### src/rtl/lcd_num_writer_if.sv
// Handshake and LCD RAM write-port bundle for lcd_num_writer.
//   start : request pulse from the producer (sampled only when idle)
//   value : 16-bit unsigned number to format
//   pos   : LCD RAM address of the most significant character
//   busy  : writer occupied, from the cycle after acceptance through DONE
//   done  : one-cycle pulse after the fifth character is written
//   W     : LCD RAM write strobe
//   WADD  : LCD RAM address
//   DIN   : ASCII character
// The slave modport is the writer; the master modport is the producer/observer side.
interface lcd_num_writer_if;
   logic        start;
   logic [15:0] value;
   logic [4:0]  pos;
   logic        busy;
   logic        done;
   logic        W;
   logic [4:0]  WADD;
   logic [7:0]  DIN;

   modport slave (
      input  start,
      input  value,
      input  pos,
      output busy,
      output done,
      output W,
      output WADD,
      output DIN
   );

   modport master (
      output start,
      output value,
      output pos,
      input  busy,
      input  done,
      input  W,
      input  WADD,
      input  DIN
   );
endinterface

### src/rtl/lcd_num_writer.sv
// lcd_num_writer: formats a 16-bit unsigned value as five decimal ASCII characters
// by iterative subtraction and writes them, one per clock, MSD first, into the LCD
// controller character RAM.
// Ports:
//   clk   : system clock, rising edge
//   rst_n : synchronous active-low reset
//   bus   : lcd_num_writer_if.slave (start/value/pos in; busy/done/W/WADD/DIN out)
// Parameter:
//   LEAD_BLANK : when 1, leading zeros are written as spaces (last digit always numeral)
module lcd_num_writer #(
   parameter bit LEAD_BLANK = 1'b1
) (
   input logic               clk,
   input logic               rst_n,
   lcd_num_writer_if.slave   bus
);

   localparam logic [1:0] StIdle  = 2'd0;
   localparam logic [1:0] StConv  = 2'd1;
   localparam logic [1:0] StWrite = 2'd2;
   localparam logic [1:0] StDone  = 2'd3;

   logic [1:0]       state_q;
   logic [16:0]      rem_q;
   logic [4:0]       base_q;
   logic [2:0]       k_q;
   logic [3:0]       cnt_q;
   logic [4:0][3:0]  digit_q;
   logic [2:0]       i_q;
   logic             busy_q;
   logic             done_q;
   logic             w_q;
   logic [4:0]       wadd_q;
   logic [7:0]       din_q;

   logic [16:0]      weight;
   logic [7:0]       char_first;
   logic [7:0]       char_next;

   // Character for digit idx; blank while every digit up to idx is zero.
   function automatic logic [7:0] char_of(input logic [2:0] idx, input logic [4:0][3:0] dig);
      logic       lead;
      logic [3:0] d;
      lead = 1'b1;
      d    = 4'd0;
      for (int j = 0; j < 5; j++) begin
         if (3'(j) <= idx) begin
            lead = lead & (dig[j] == 4'd0);
            if (3'(j) == idx) d = dig[j];
         end
      end
      if (LEAD_BLANK && (idx < 3'd4) && lead) return 8'h20;
      return {4'h3, d};
   endfunction

   always_comb begin
      weight = 17'd1;
      case (k_q)
         3'd0:    weight = 17'd10000;
         3'd1:    weight = 17'd1000;
         3'd2:    weight = 17'd100;
         3'd3:    weight = 17'd10;
         default: weight = 17'd1;
      endcase
   end

   // Digit 0 is already stored when the last CONV cycle launches the first write.
   always_comb begin
      char_first = char_of(3'd0, digit_q);
      char_next  = char_of(i_q + 3'd1, digit_q);
   end

   always_ff @(posedge clk) begin
      if (!rst_n) begin
         state_q <= StIdle;
         rem_q   <= '0;
         base_q  <= '0;
         k_q     <= '0;
         cnt_q   <= '0;
         digit_q <= '0;
         i_q     <= '0;
         busy_q  <= 1'b0;
         done_q  <= 1'b0;
         w_q     <= 1'b0;
         wadd_q  <= '0;
         din_q   <= '0;
      end else begin
         done_q <= 1'b0;
         w_q    <= 1'b0;
         case (state_q)
            StIdle: begin
               if (bus.start) begin
                  rem_q   <= {1'b0, bus.value};
                  base_q  <= bus.pos;
                  k_q     <= 3'd0;
                  cnt_q   <= 4'd0;
                  busy_q  <= 1'b1;
                  state_q <= StConv;
               end
            end
            StConv: begin
               if (rem_q >= weight) begin
                  rem_q <= rem_q - weight;
                  cnt_q <= cnt_q + 4'd1;
               end else begin
                  digit_q[k_q] <= cnt_q;
                  cnt_q        <= 4'd0;
                  k_q          <= k_q + 3'd1;
                  if (k_q == 3'd4) begin
                     // Outputs are registered, so the first write is launched here.
                     state_q <= StWrite;
                     i_q     <= 3'd0;
                     w_q     <= 1'b1;
                     wadd_q  <= base_q;
                     din_q   <= char_first;
                  end
               end
            end
            StWrite: begin
               if (i_q != 3'd4) begin
                  w_q    <= 1'b1;
                  wadd_q <= base_q + 5'(i_q) + 5'd1;
                  din_q  <= char_next;
                  i_q    <= i_q + 3'd1;
               end else begin
                  done_q  <= 1'b1;
                  state_q <= StDone;
               end
            end
            default: begin
               busy_q  <= 1'b0;
               state_q <= StIdle;
            end
         endcase
      end
   end

   assign bus.busy = busy_q;
   assign bus.done = done_q;
   assign bus.W    = w_q;
   assign bus.WADD = wadd_q;
   assign bus.DIN  = din_q;

endmodule

### src/flat_wrapper.sv
// flat-port wrapper written by rule: the top's interface ports become plain ports
module lcd_num_writer_flat 
#(
   parameter bit LEAD_BLANK = 1'b1
)
  (clk, rst_n, bus_start, bus_value, bus_pos, bus_busy, bus_done, bus_W, bus_WADD, bus_DIN);
  lcd_num_writer_if bus_i ();
  input logic clk;
  input logic rst_n;
  input wire logic [$bits(bus_i.start)-1:0] bus_start;
  input wire logic [$bits(bus_i.value)-1:0] bus_value;
  input wire logic [$bits(bus_i.pos)-1:0] bus_pos;
  output wire logic [$bits(bus_i.busy)-1:0] bus_busy;
  output wire logic [$bits(bus_i.done)-1:0] bus_done;
  output wire logic [$bits(bus_i.W)-1:0] bus_W;
  output wire logic [$bits(bus_i.WADD)-1:0] bus_WADD;
  output wire logic [$bits(bus_i.DIN)-1:0] bus_DIN;
  assign bus_i.start = bus_start;
  assign bus_i.value = bus_value;
  assign bus_i.pos = bus_pos;
  assign bus_busy = bus_i.busy;
  assign bus_done = bus_i.done;
  assign bus_W = bus_i.W;
  assign bus_WADD = bus_i.WADD;
  assign bus_DIN = bus_i.DIN;
  lcd_num_writer #(.LEAD_BLANK(LEAD_BLANK)) u_core (.clk(clk), .rst_n(rst_n), .bus(bus_i));
endmodule
### config.mk
export PLATFORM = sky130hd
export DESIGN_NAME = lcd_num_writer_flat
export DESIGN_NICKNAME = d
export VERILOG_FILES = /design/src/rtl/lcd_num_writer_if.sv /design/src/rtl/lcd_num_writer.sv /design/src/flat_wrapper.sv
export SDC_FILE = /design/constraint.sdc
export NUM_CORES = 1
export LEC_CHECK = 0
export BUFFER_PORTS_ARGS = -buffer_cell sky130_fd_sc_hd__buf_2
export CAP_MARGIN = 20
export CORE_ASPECT_RATIO = 0.9
export CORE_MARGIN = 5
export CORE_UTILIZATION = 30
export DETAILED_ROUTE_END_ITERATION = 8
export HOLD_SLACK_MARGIN = 0.02
export PLACE_DENSITY = 0.47
export SLEW_MARGIN = 20
export SYNTH_ARGS = -nofsm -noshare
export SYNTH_HDL_FRONTEND = slang
export SYNTH_SLANG_ARGS = --single-unit
### constraint.sdc
create_clock -name clk -period 4.45 [get_ports clk]
set_input_delay 1.335 -clock clk [delete_from_list [all_inputs] [get_ports clk]]
set_output_delay 1.335 -clock clk [all_outputs]
set_load 0.1 [all_outputs]
==> Word level (Yosys, flattened, before mapping) <==
Cells that the tools add are included.
{ "word_totals": {"ff_bits": 70, "in_bits": 24, "output_inout_bits": 16, "word_cells": 134} }
{ "op_classes": {"addsub": 6, "n_lt_le_gt_ge": 9, "n_eq_ne": 17, "muxes": 58, "bitwise_logic": 6, "reduce_logical": 22} }
{ "op_table": {"columns": ["cell", "n"], "rows": [
  ["8-bit two-way mux", 7],
  ["14-bit case mux with 4 select lines", 1],
  ["4-bit two-way mux", 13],
  ["17-bit two-way mux", 2],
  ["17-bit case mux with 2 select lines", 1],
  ["20-bit bitwise mux", 1],
  ["4-bit logical NOT", 5],
  ["17-bit greater-or-equal comparator", 1],
  ["17-bit subtractor", 1],
  ["8-bit case mux with 2 select lines", 1],
  ["3-bit two-way mux", 5],
  ["5-bit two-way mux", 3],
  ["4-bit demux with 3-bit select", 1],
  ["1-bit two-way mux", 12],
  ["3-bit case mux with 2 select lines", 2],
  ["5-bit case mux with 2 select lines", 1],
  ["2-bit AND reduction", 5],
  ["2-bit two-way mux", 4],
  ["4-bit case mux with 2 select lines", 1],
  ["4-bit AND reduction", 2],
  ["3-bit by 1-bit adder with 3-bit output, second input constant", 2],
  ["2-bit by 3-bit equality test with 1-bit output, first input constant", 2],
  ["3-bit by 2-bit equality test with 1-bit output, second input constant", 2],
  ["1-bit by 3-bit less-or-equal comparator with 1-bit output, first input constant", 2],
  ["27 further kinds", 41]
]} }

==> Depth between registers and ports, before layout <==
Gate-level depths: netlist of the first run.
{ "logic_depth": {"ltp_word": 16, "ltp_mapped": 12, "ltp_nobuf": 11} }

==> Worst setup path after synthesis of the first run <==
OpenSTA, ideal clock, no wires.
{ "synth_timing": {"kind": "register -> register", "from": "register u_core.k_q[2]", "to": "register u_core.digit_q[6] (netlist bit)", "setup_ps": 123, "arrival_time_ps": 2986, "t_required_ps": 4327, "path_slack_ps": 1341, "stages_incl_launch_ff": 12, "n_path_buf": 1, "synth_period_minus_slack_ps": 3109, "cell_sequence": "dfxtp_1 clkinv_1 ha_1 o21ai_0 ha_1 a211oi_1 a21oi_2 o221ai_2 nand2_4 or3_1 buf_2 mux2i_1"} }
{ "synth_between": {"elab_chain_len": 5, "word_cells_on_any_way": 14, "cone_classes": "3 x order compare; 3 x eq/ne; 4 x mux; 1 x bitwise; 3 x reduce/logical"} }
{ "synth_rtl": {"columns": ["element", "line", "source"], "rows": [
  ["start: declaration", "lcd_num_writer.sv:26", "logic [2:0] k_q;"],
  ["start signal: assignment", "lcd_num_writer.sv:108", "k_q <= k_q + 3'd1;"],
  ["3-bit by 2-bit equality test with 1-bit output (tied with other cells)", "lcd_num_writer.sv:58", "case (k_q)"],
  ["14-bit case mux with 4 select lines or 1-bit logical AND (tied branches)", "lcd_num_writer.sv:58, lcd_num_writer.sv:106", null],
  ["17-bit greater-or-equal comparator or 4-bit two-way mux (tied branches)", "lcd_num_writer.sv:102, lcd_num_writer.sv:106", null],
  ["1-bit inverter (no source line) or 4-bit demux with 3-bit select (tied branches)", null, null],
  ["2-bit AND reduction (no source line) or 20-bit bitwise mux (tied branches)", null, null],
  ["end signal: indexed assignment", "lcd_num_writer.sv:106", "digit_q[k_q] <= cnt_q;"],
  ["end: declaration", "lcd_num_writer.sv:28", "logic [4:0][3:0] digit_q;"]
]} }
Several ways; a longest one is shown, not always the timed one.
A chain may end at the register's enable or synchronous reset.

==> Worst setup path in the final report of the first run <==
{ "layout_timing": {"from": "register u_core.k_q[2]", "to": "register u_core.digit_q[7] (netlist bit)"} }
The elaborated chain is that of the path after synthesis.

==> results_dict.tcl, run 1 <==
set metrics [dict create \
    outcome "finished clean" \
    cp_data_required_time_ps 4670 \
    top_layer_used "met4" \
    area.growth.synth_to_final_pct 15.4 \
    wl_mm 11.2 \
    cts_setup_buffers 0 \
    viasPerCell 5.30 \
    reg2reg_to "u_core.digit_q[7]" \
    ys_seq_area_frac 0.326 \
    critPathArrivalTime_ps 4030 \
    max_stage_delay_ps 590 \
    ys_ff_latch 68 \
    final_area_mm2 0.00481 \
    numCtsBuffers 9 \
    grt_pass1_wl_mm 18.2 \
    rsz0062_at_grt "no" \
    synth.most_common_cell "dfxtp_1" \
    ir_worst_vdd_uv 415 \
    hold_viol_final 0 \
    num_antenna_cells 0 \
    crit_fanout 10 \
    relSlewSlack 0.468 \
    critPathSlowestCell "dfxtp_1" \
    htreeDepth 3 \
    synth_top_area_share 0.326 \
    fillers 1421 \
    startpoint_type "flip-flop" \
    min_path_type "reg -> reg" \
    fmax_ghz 0.263 \
    grt_pass1_vias 3537 \
    finalMaxSlewViolations 0 \
    finClkSkew_ps 5.92 \
    cts.repair.resized 0 \
    worst_pin_slew_ps 790 \
    fin_total_pwr_mw 3.50 \
    avgSynthCellArea_um2 8.39 \
    async_flop_share 0 \
    ant_nets 0 \
    whs_path_depth 2 \
    p_per_area_mw_per_mm2 728 \
    gp_congestion 0.900 \
    final_cell_count_no_fill 698 \
    r2r_cells 10 \
    rrSetupSlack_ps 640 \
    drive_gt1_frac 0.138 \
    grt_max_degree 58 \
    route.vias.total 3699 \
    coreArea_mm2 0.0135 \
    cts-hold-fix-buffers 0 \
    cts_buffer_depth 2 \
    clkSinkCount 68 \
    tritoncts "built" \
    numPortBuffers 37 \
    synthDistinctLibCells 65 \
    antenna_found_initial 0 \
    io_pins 40 \
    syn_inst 497 \
    dieWidth_um 134 \
    preCtsSetupSlack_ps 675 \
    dp_hpwl_mm 8.21 \
    path_clk_slew_ps 60 \
    nets 580 \
    insertion_delay_ps 340 \
    synthTopCellsByCount "dfxtp_1, nand2_1, a21oi_1, mux2i_1, o21ai_0" \
    wl_met2_mm 5.00 \
    r2r-start "u_core.k_q[2]" \
    maxCapViolCount 0 \
    worstHoldStart "u_core.bus.DIN[4]" \
    whs_endpoint "u_core.bus.DIN[4]" \
    place_area_mm2 0.00449 \
    worst-setup-path-type "reg -> reg" \
    min_period_ps 3810 \
    fin_tns_setup_ps 0 \
    wl_met3_um 506 \
    floorplan.initialDensity 0.309 \
    synth_top_cell_by_area "dfxtp_1" \
    dieHeight_um 122 \
    dieArea_mm2 0.0164 \
    synth_edf_count 0 \
    drc 0 \
    syn_area_mm2 0.00417 \
    fin_crit_sh 0.856 \
    power_leakage_nw 1.86 \
    setup_ws_ps 642 \
    cp_common_cell "ha_1" \
    setup_viol 0 \
    ys.flop_type "dfxtp_1" \
    ys_warn_count 0 \
    hold_ws_ps 458 \
    netlist_top_cells_area "dfxtp_1, ha_1, mux2i_1" \
    first_pass_iters 5 \
    drtIter0Drc 278 \
    end_kind "flip-flop" \
    wl_met1_mm 5.50 \
    root_buffer "clkbuf_16" \
    worstPathCellList "clkinv_1 > ha_1 > o21ai_0 > ha_1 > a211oi_1 > a21oi_2 > o221ai_2 > nand2_4 > or3_1 > mux2i_1" \
    rows 40 \
    post_drt_wl_per_cell_um 16.1 \
    final_util 0.356 \
    gr-usage-all-layers 0.140 \
    dp.cells 682 \
    grt-ovfl-total 0 \
]
[metal layers]
layer / GRT usage / vias up
met4: 0.0598 / 0
met5: 0 / -
met3: 0.0343 / 18
li1: - / 1871
met1: 0.190 / 1733
met2: 0.212 / 77
[power by group]
group | internal, mW | switching [mW]
registers | 0.743 | 0.105
clock network | 0.490 | 0.282
logic | 0.633 | 1.25
[flip-flops by register name, summed over array words and instances (netlist names)]
name	flops
u_core.cnt_q	4
u_core.bus.DIN	6
u_core.k_q	3
u_core.state_q	2
u_core.bus.busy	1
u_core.bus.done	1
u_core.base_q	5
u_core.digit_q	20
u_core.bus.W	1
u_core.bus.WADD	5
u_core.rem_q	17
u_core.i_q	3
[placed cells by master (no fill, tap or decap), types with 3 or more instances in the layout]
cell,n
o21a_1,3
nor3_1,5
nand2b_1,5
nor4_4,3
nor2_1,28
mux2i_1,34
a21o_1,3
xnor2_1,8
ha_1,29
a211oi_1,12
nand2_1,66
nand3_1,20
nor2b_1,6
a31oi_1,8
o31ai_1,3
inv_1,17
o21ai_0,30
nor4_1,4
o32ai_1,3
nand4_1,4
o221ai_1,3
buf_2,37
a21oi_1,46
o211ai_1,6
a311oi_1,4
xor2_1,6
o22ai_1,4
clkbuf_16,9
clkinv_1,4
buf_4,4
dfxtp_1,68
[kinds of logic after synthesis]
logic type | share of synthesized area
muxes | 0.0843
and+or+nand+nor | 0.189
buffers and inverters | 0.0441
adders and majority gates | 0.0966
DFF | 0.326
xor gates and xnor gates | 0.0294
AOI/OAI and AO/OA | 0.230
other | 0.000899
[cell type report]
cell class,instances,area [µm²],area share
Timing Repair Buffer,41,215,0.0447
Clock buffer,10,229,0.0476
Tap cell,168,210,0.0437
Clock inverter,6,88.8,0.0185
Multi-Input combinational cell,384,2630,0.546
Sequential cell,68,1360,0.283
Inverter,21,78.8,0.0164
[critical path: cells and delay by family (launching register included)]
kind	cells	cell delay (ps)
multiplexers	1	160
adder cells (fa/ha/maj)	2	700
buffers and inverters	1	410
AO/OA/AOI/OAI	4	1180
flip-flops	1	590
AND/OR/NAND/NOR	2	640
[worst max-delay path by stage]
stage	startpoint	endpoint	slack, ps	depth (start not counted)
2_1_floorplan	u_core.k_q[2]	u_core.digit_q[6]	1340	11
4_1_cts	u_core.k_q[2]	u_core.bus.DIN[2]	660	10
3_5_place_dp	u_core.k_q[2]	u_core.bus.DIN[2]	670	10
6_report	u_core.k_q[2]	u_core.digit_q[7]	640	10
5_1_grt	u_core.k_q[2]	u_core.digit_q[4]	320	10
3_3_place_gp	u_core.k_q[2]	u_core.digit_q[6]	690	10
Power figures use the tool's default switching activity.
==> inputs of run 2 (changes only) <==
MAX_ROUTING_LAYER = met4   (was unset)
==> run 2 against run 1 <==
Clock power barely moved. Non-clock buffer count did not move. Combinational power barely moved. Clock skew barely moved.
==> results_dict.tcl, run 2 (same netlist as run 1, synthesis figures left out) <==
set metrics [dict create \
    grt_pass1_wl_mm 18.2 \
    power_leakage_nw 1.86 \
    dp.cells 682 \
    maxCapViolCount 0 \
    multiInputGateArea_mm2 0.00263 \
    hold_viol_final 0 \
    dieWidth_um 134 \
    grt_max_degree 58 \
    regMostFlops "u_core.digit_q" \
    busiest_layer "met2" \
    first_pass_iters 5 \
    io_pins 40 \
    worst_pin_slew_ps 803 \
    p_sw_mw 1.63 \
    finClkSkew_ps 5.83 \
    relSlewSlack 0.459 \
    critPathArrivalTime_ps 4030 \
    gr-usage-met1 0.190 \
    insertion_delay_ps 340 \
    finalMaxSlewViolations 0 \
    post_drt_wl_per_cell_um 16.1 \
    fin_total_pwr_mw 3.50 \
    comb_power_share 0.537 \
    min_period_ps 3810 \
    largest_reg_flops 20 \
    root_buffer "clkbuf_16" \
    htreeDepth 3 \
    drive_gt1_frac 0.138 \
    final_common_cell "dfxtp_1" \
    numCtsBuffers 9 \
    gr-usage-all-layers 0.144 \
    fin_crit_sh 0.856 \
    fillers 1421 \
    hold_ws_ps 458 \
    use_met3 0.0297 \
    critPathSlowestCell "dfxtp_1" \
    drtIter0Drc 285 \
    setup_viol 0 \
    antenna_found_initial 0 \
    dp_hpwl_mm 8.21 \
    clkSinkCount 68 \
    fin_tns_setup_ps 0 \
    dieArea_mm2 0.0164 \
    outcome "finished clean" \
    crit_fanout 10 \
    tritoncts "built" \
    floorplan.initialDensity 0.309 \
    cts_setup_buffers 0 \
    grt_pass1_vias 3555 \
    gp_congestion 0.916 \
    num_antenna_cells 0 \
    coreArea_mm2 0.0135 \
    max_stage_delay_ps 590 \
    clockPowerShare 0.221 \
    cp_data_required_time_ps 4670 \
    cts-hold-fix-buffers 0 \
    setup_ws_ps 641 \
    rows 40 \
    preCtsSetupSlack_ps 675 \
    r2r_cells 10 \
    layout_common_cells "dfxtp_1, nand2_1, a21oi_1" \
    rsz0062_at_grt "no" \
    startpoint_type "flip-flop" \
    area.growth.synth_to_final_pct 15.4 \
    path_clk_slew_ps 60 \
    min_path_type "reg -> reg" \
    cp_common_cell "ha_1" \
    p_per_area_mw_per_mm2 728 \
    whs_path_depth 2 \
    dieHeight_um 122 \
    ir_worst_vdd_uv 415 \
    cts.repair.resized 0 \
    seq_area_mm2 0.00136 \
    end_kind "flip-flop" \
    viasPerCell 5.35 \
    power_frac_seq 0.242 \
    nets 580 \
    route.vias.total 3736 \
    numPortBuffers 37 \
    intPower_mw 1.87 \
    final_cell_count_no_fill 698 \
    worst-setup-path-type "reg -> reg" \
    fmax_ghz 0.263 \
    wl_mm 11.3 \
    ant_nets 0 \
    worstPathCellList "clkinv_1 > ha_1 > o21ai_0 > ha_1 > a211oi_1 > a21oi_2 > o221ai_2 > nand2_4 > or3_1 > mux2i_1" \
    drc 0 \
    cts_buffer_depth 2 \
    grt.met2_usage 0.213 \
    switching_share 0.467 \
    grt-ovfl-total 0 \
]
[run 2: area by class of cell]
class | instances | share of cell area
Clock inverter | 6 | 0.0185
Timing Repair Buffer | 41 | 0.0447
Inverter | 21 | 0.0164
Tap cell | 168 | 0.0437
Clock buffer | 10 | 0.0476
Multi-Input combinational cell | 384 | 0.546
Sequential cell | 68 | 0.283
[run 2: worst paths after layout]
path | startpoint | slack (ps) | end
worst max register to register | u_core.k_q[2] | 640 | u_core.digit_q[7]
worst max-delay path | u_core.k_q[2] | 640 | u_core.digit_q[7]
worst min-delay path | u_core.bus.DIN[4] | 460 | u_core.bus.DIN[4]
worst min register to register | u_core.bus.DIN[4] | 460 | u_core.bus.DIN[4]
[run 2: critical path, delay by kind of cell, from the launching register on]
family,cells,cell delay [ps]
multiplexers,1,160
AO/OA/AOI/OAI,4,1170
flip-flops,1,590
adder cells (fa/ha/maj),2,700
AND/OR/NAND/NOR,2,640
buffers and inverters,1,410
[run 2: per-layer routing]
layer,vias up,share of wire
met5,-,0
met2,103,0.44
met1,1745,0.49
met3,17,0.049
li1,1871,-
met4,0,0.020
[run 2: metrics by stage]
step                 util  cell area, µm²
floorplan               -            4170
global placement    0.333            4490
detailed placement  0.333            4490
CTS                 0.356            4810
global route        0.356            4810
finish              0.356            4810
[run 2: power groups by stage]
stage,registers [mW],clock network (mW),logic [mW]
global placement,0.861,0,1.87
CTS,0.848,0.797,1.88
finish,0.848,0.774,1.88
floorplan,1.06,0,1.27
global route,0.869,0.816,2.06
detailed placement,0.859,0,1.88
==> inputs of run 3 (changes only) <==
CORE_ASPECT_RATIO = 1.25   (was 0.9)
CTS_BUF_LIST = sky130_fd_sc_hd__clkbuf_8 sky130_fd_sc_hd__clkbuf_16   (was unset)
==> run 3 against run 2 <==
Setup slack worse by 18 ps. Global-route usage up 1.1 points. Via count is 1.5% lower. Core utilization fell by 0.84 points. Sequential power is essentially flat. Die area about the same. Critical endpoint is now u_core.digit_q[6]. Largest cell class unchanged. Highest routed layer unchanged.
==> results_dict.tcl, run 3 (same netlist as run 1, synthesis figures left out) <==
set metrics [dict create \
    regMostFlops "u_core.digit_q" \
    viasPerCell 5.20 \
    end_kind "flip-flop" \
    clkSinkCount 68 \
    rows 48 \
    dieHeight_um 142 \
    setup_ws_ps 622 \
    tritoncts "built" \
    path_clk_slew_ps 60 \
    worst-setup-path-type "reg -> reg" \
    numPortBuffers 37 \
    relSlewSlack 0.513 \
    preCtsSetupSlack_ps 615 \
    first_pass_iters 4 \
    min_period_ps 3830 \
    fin_crit_sh 0.860 \
    gr-usage-all-layers 0.155 \
    antenna_found_initial 0 \
    post_drt_wl_per_cell_um 16.5 \
    drive_gt1_frac 0.135 \
    ant_nets 0 \
    gp_congestion 0.908 \
    grt-ovfl-total 0 \
    floorplan.initialDensity 0.303 \
    grt_pass1_wl_mm 19.5 \
    startpoint_type "flip-flop" \
    numCtsBuffers 9 \
    wl_mm 11.7 \
    finClkSkew_ps 6.30 \
    p_per_area_mw_per_mm2 710 \
    crit_fanout 10 \
    fmax_ghz 0.261 \
    grt_pass1_vias 3715 \
    worst_pin_slew_ps 731 \
    cts.repair.resized 0 \
    insertion_delay_ps 340 \
    power_leakage_nw 1.86 \
    largest_reg_flops 20 \
    outcome "finished clean" \
    rsz0062_at_grt "no" \
    route.vias.total 3679 \
    cts_buffer_depth 2 \
    root_buffer "clkbuf_16" \
    setup_viol 0 \
    coreArea_mm2 0.0138 \
    dieWidth_um 115 \
    area.growth.synth_to_final_pct 14.7 \
    min_path_type "reg -> reg" \
    nets 582 \
    cts-hold-fix-buffers 0 \
    drtIter0Drc 170 \
    layout_common_cells "dfxtp_1, nand2_1, a21oi_1" \
    cts_setup_buffers 0 \
    fin_tns_setup_ps 0 \
    maxCapViolCount 0 \
    io_pins 40 \
    dieArea_mm2 0.0164 \
    hold_viol_final 0 \
    ir_worst_vdd_uv 253 \
    dp_hpwl_mm 8.69 \
    critPathArrivalTime_ps 4040 \
    drc 0 \
    cp_data_required_time_ps 4660 \
    num_antenna_cells 0 \
    fillers 1445 \
    grt_max_degree 39 \
    htreeDepth 3 \
    finalMaxSlewViolations 0 \
    final_common_cell "dfxtp_1" \
]
## run 3: metal layers
metal / track usage / vias to the layer above / wire (µm) / part of all wire
met5: - / - / 0 / 0
met4: 0.0587 / 0 / 248 / 0.021
met3: 0.0333 / 17 / 489 / 0.042
met2: 0.248 / 71 / 5650 / 0.48
met1: 0.191 / 1727 / 5300 / 0.45
li1: - / 1864 / - / -
## run 3: worst paths after layout
kind	startpoint	slack [ps]	to	cells after the start
min	u_core.bus.DIN[3]	460	u_core.bus.DIN[3]	2
max	u_core.k_q[2]	620	u_core.digit_q[6]	10
min reg2reg	u_core.bus.DIN[3]	460	u_core.bus.DIN[3]	2
max reg2reg	u_core.k_q[2]	620	u_core.digit_q[6]	10
## run 3: where the power goes
part | switching [mW] | total, mW | internal [mW]
registers | 0.107 | 0.851 | 0.743
logic | 1.25 | 1.90 | 0.646
clock network | 0.268 | 0.650 | 0.382
total | 1.63 | 3.40 | 1.77
## run 3: critical path, stage by stage, from the launching register on
cell and delay, ps:
dfxtp_1 580, clkinv_1 430, ha_1 340, o21ai_0 220
ha_1 360, a211oi_1 430, a21oi_2 190, o221ai_2 330
nand2_4 180, or3_1 470, mux2i_1 150
## run 3: layout make-up
class | instances | area, µm² | area share
Clock buffer | 10 | 239 | 0.0500
Clock inverter | 6 | 25.0 | 0.00523
Inverter | 21 | 78.8 | 0.0165
Multi-Input combinational cell | 384 | 2630 | 0.550
Sequential cell | 68 | 1360 | 0.285
Tap cell | 175 | 219 | 0.0458
Timing Repair Buffer | 43 | 230 | 0.0481
## run 3: stage by stage
| step | util | power (mW) | area (µm²) | hold slack [ps] | instances |
|---|---|---|---|---|---|
| 6_report | 0.348 | 3.40 | 4780 | 455 | 707 |
| 3_5_place_dp | 0.329 | 2.76 | 4520 | 444 | 691 |
| 4_1_cts | 0.348 | 3.43 | 4780 | 459 | 707 |
| 5_1_grt | 0.348 | 3.67 | 4780 | 463 | 707 |
| 2_1_floorplan | - | 2.33 | 4170 | 435 | 498 |
| 3_3_place_gp | 0.329 | 2.75 | 4520 | 443 | 691 |
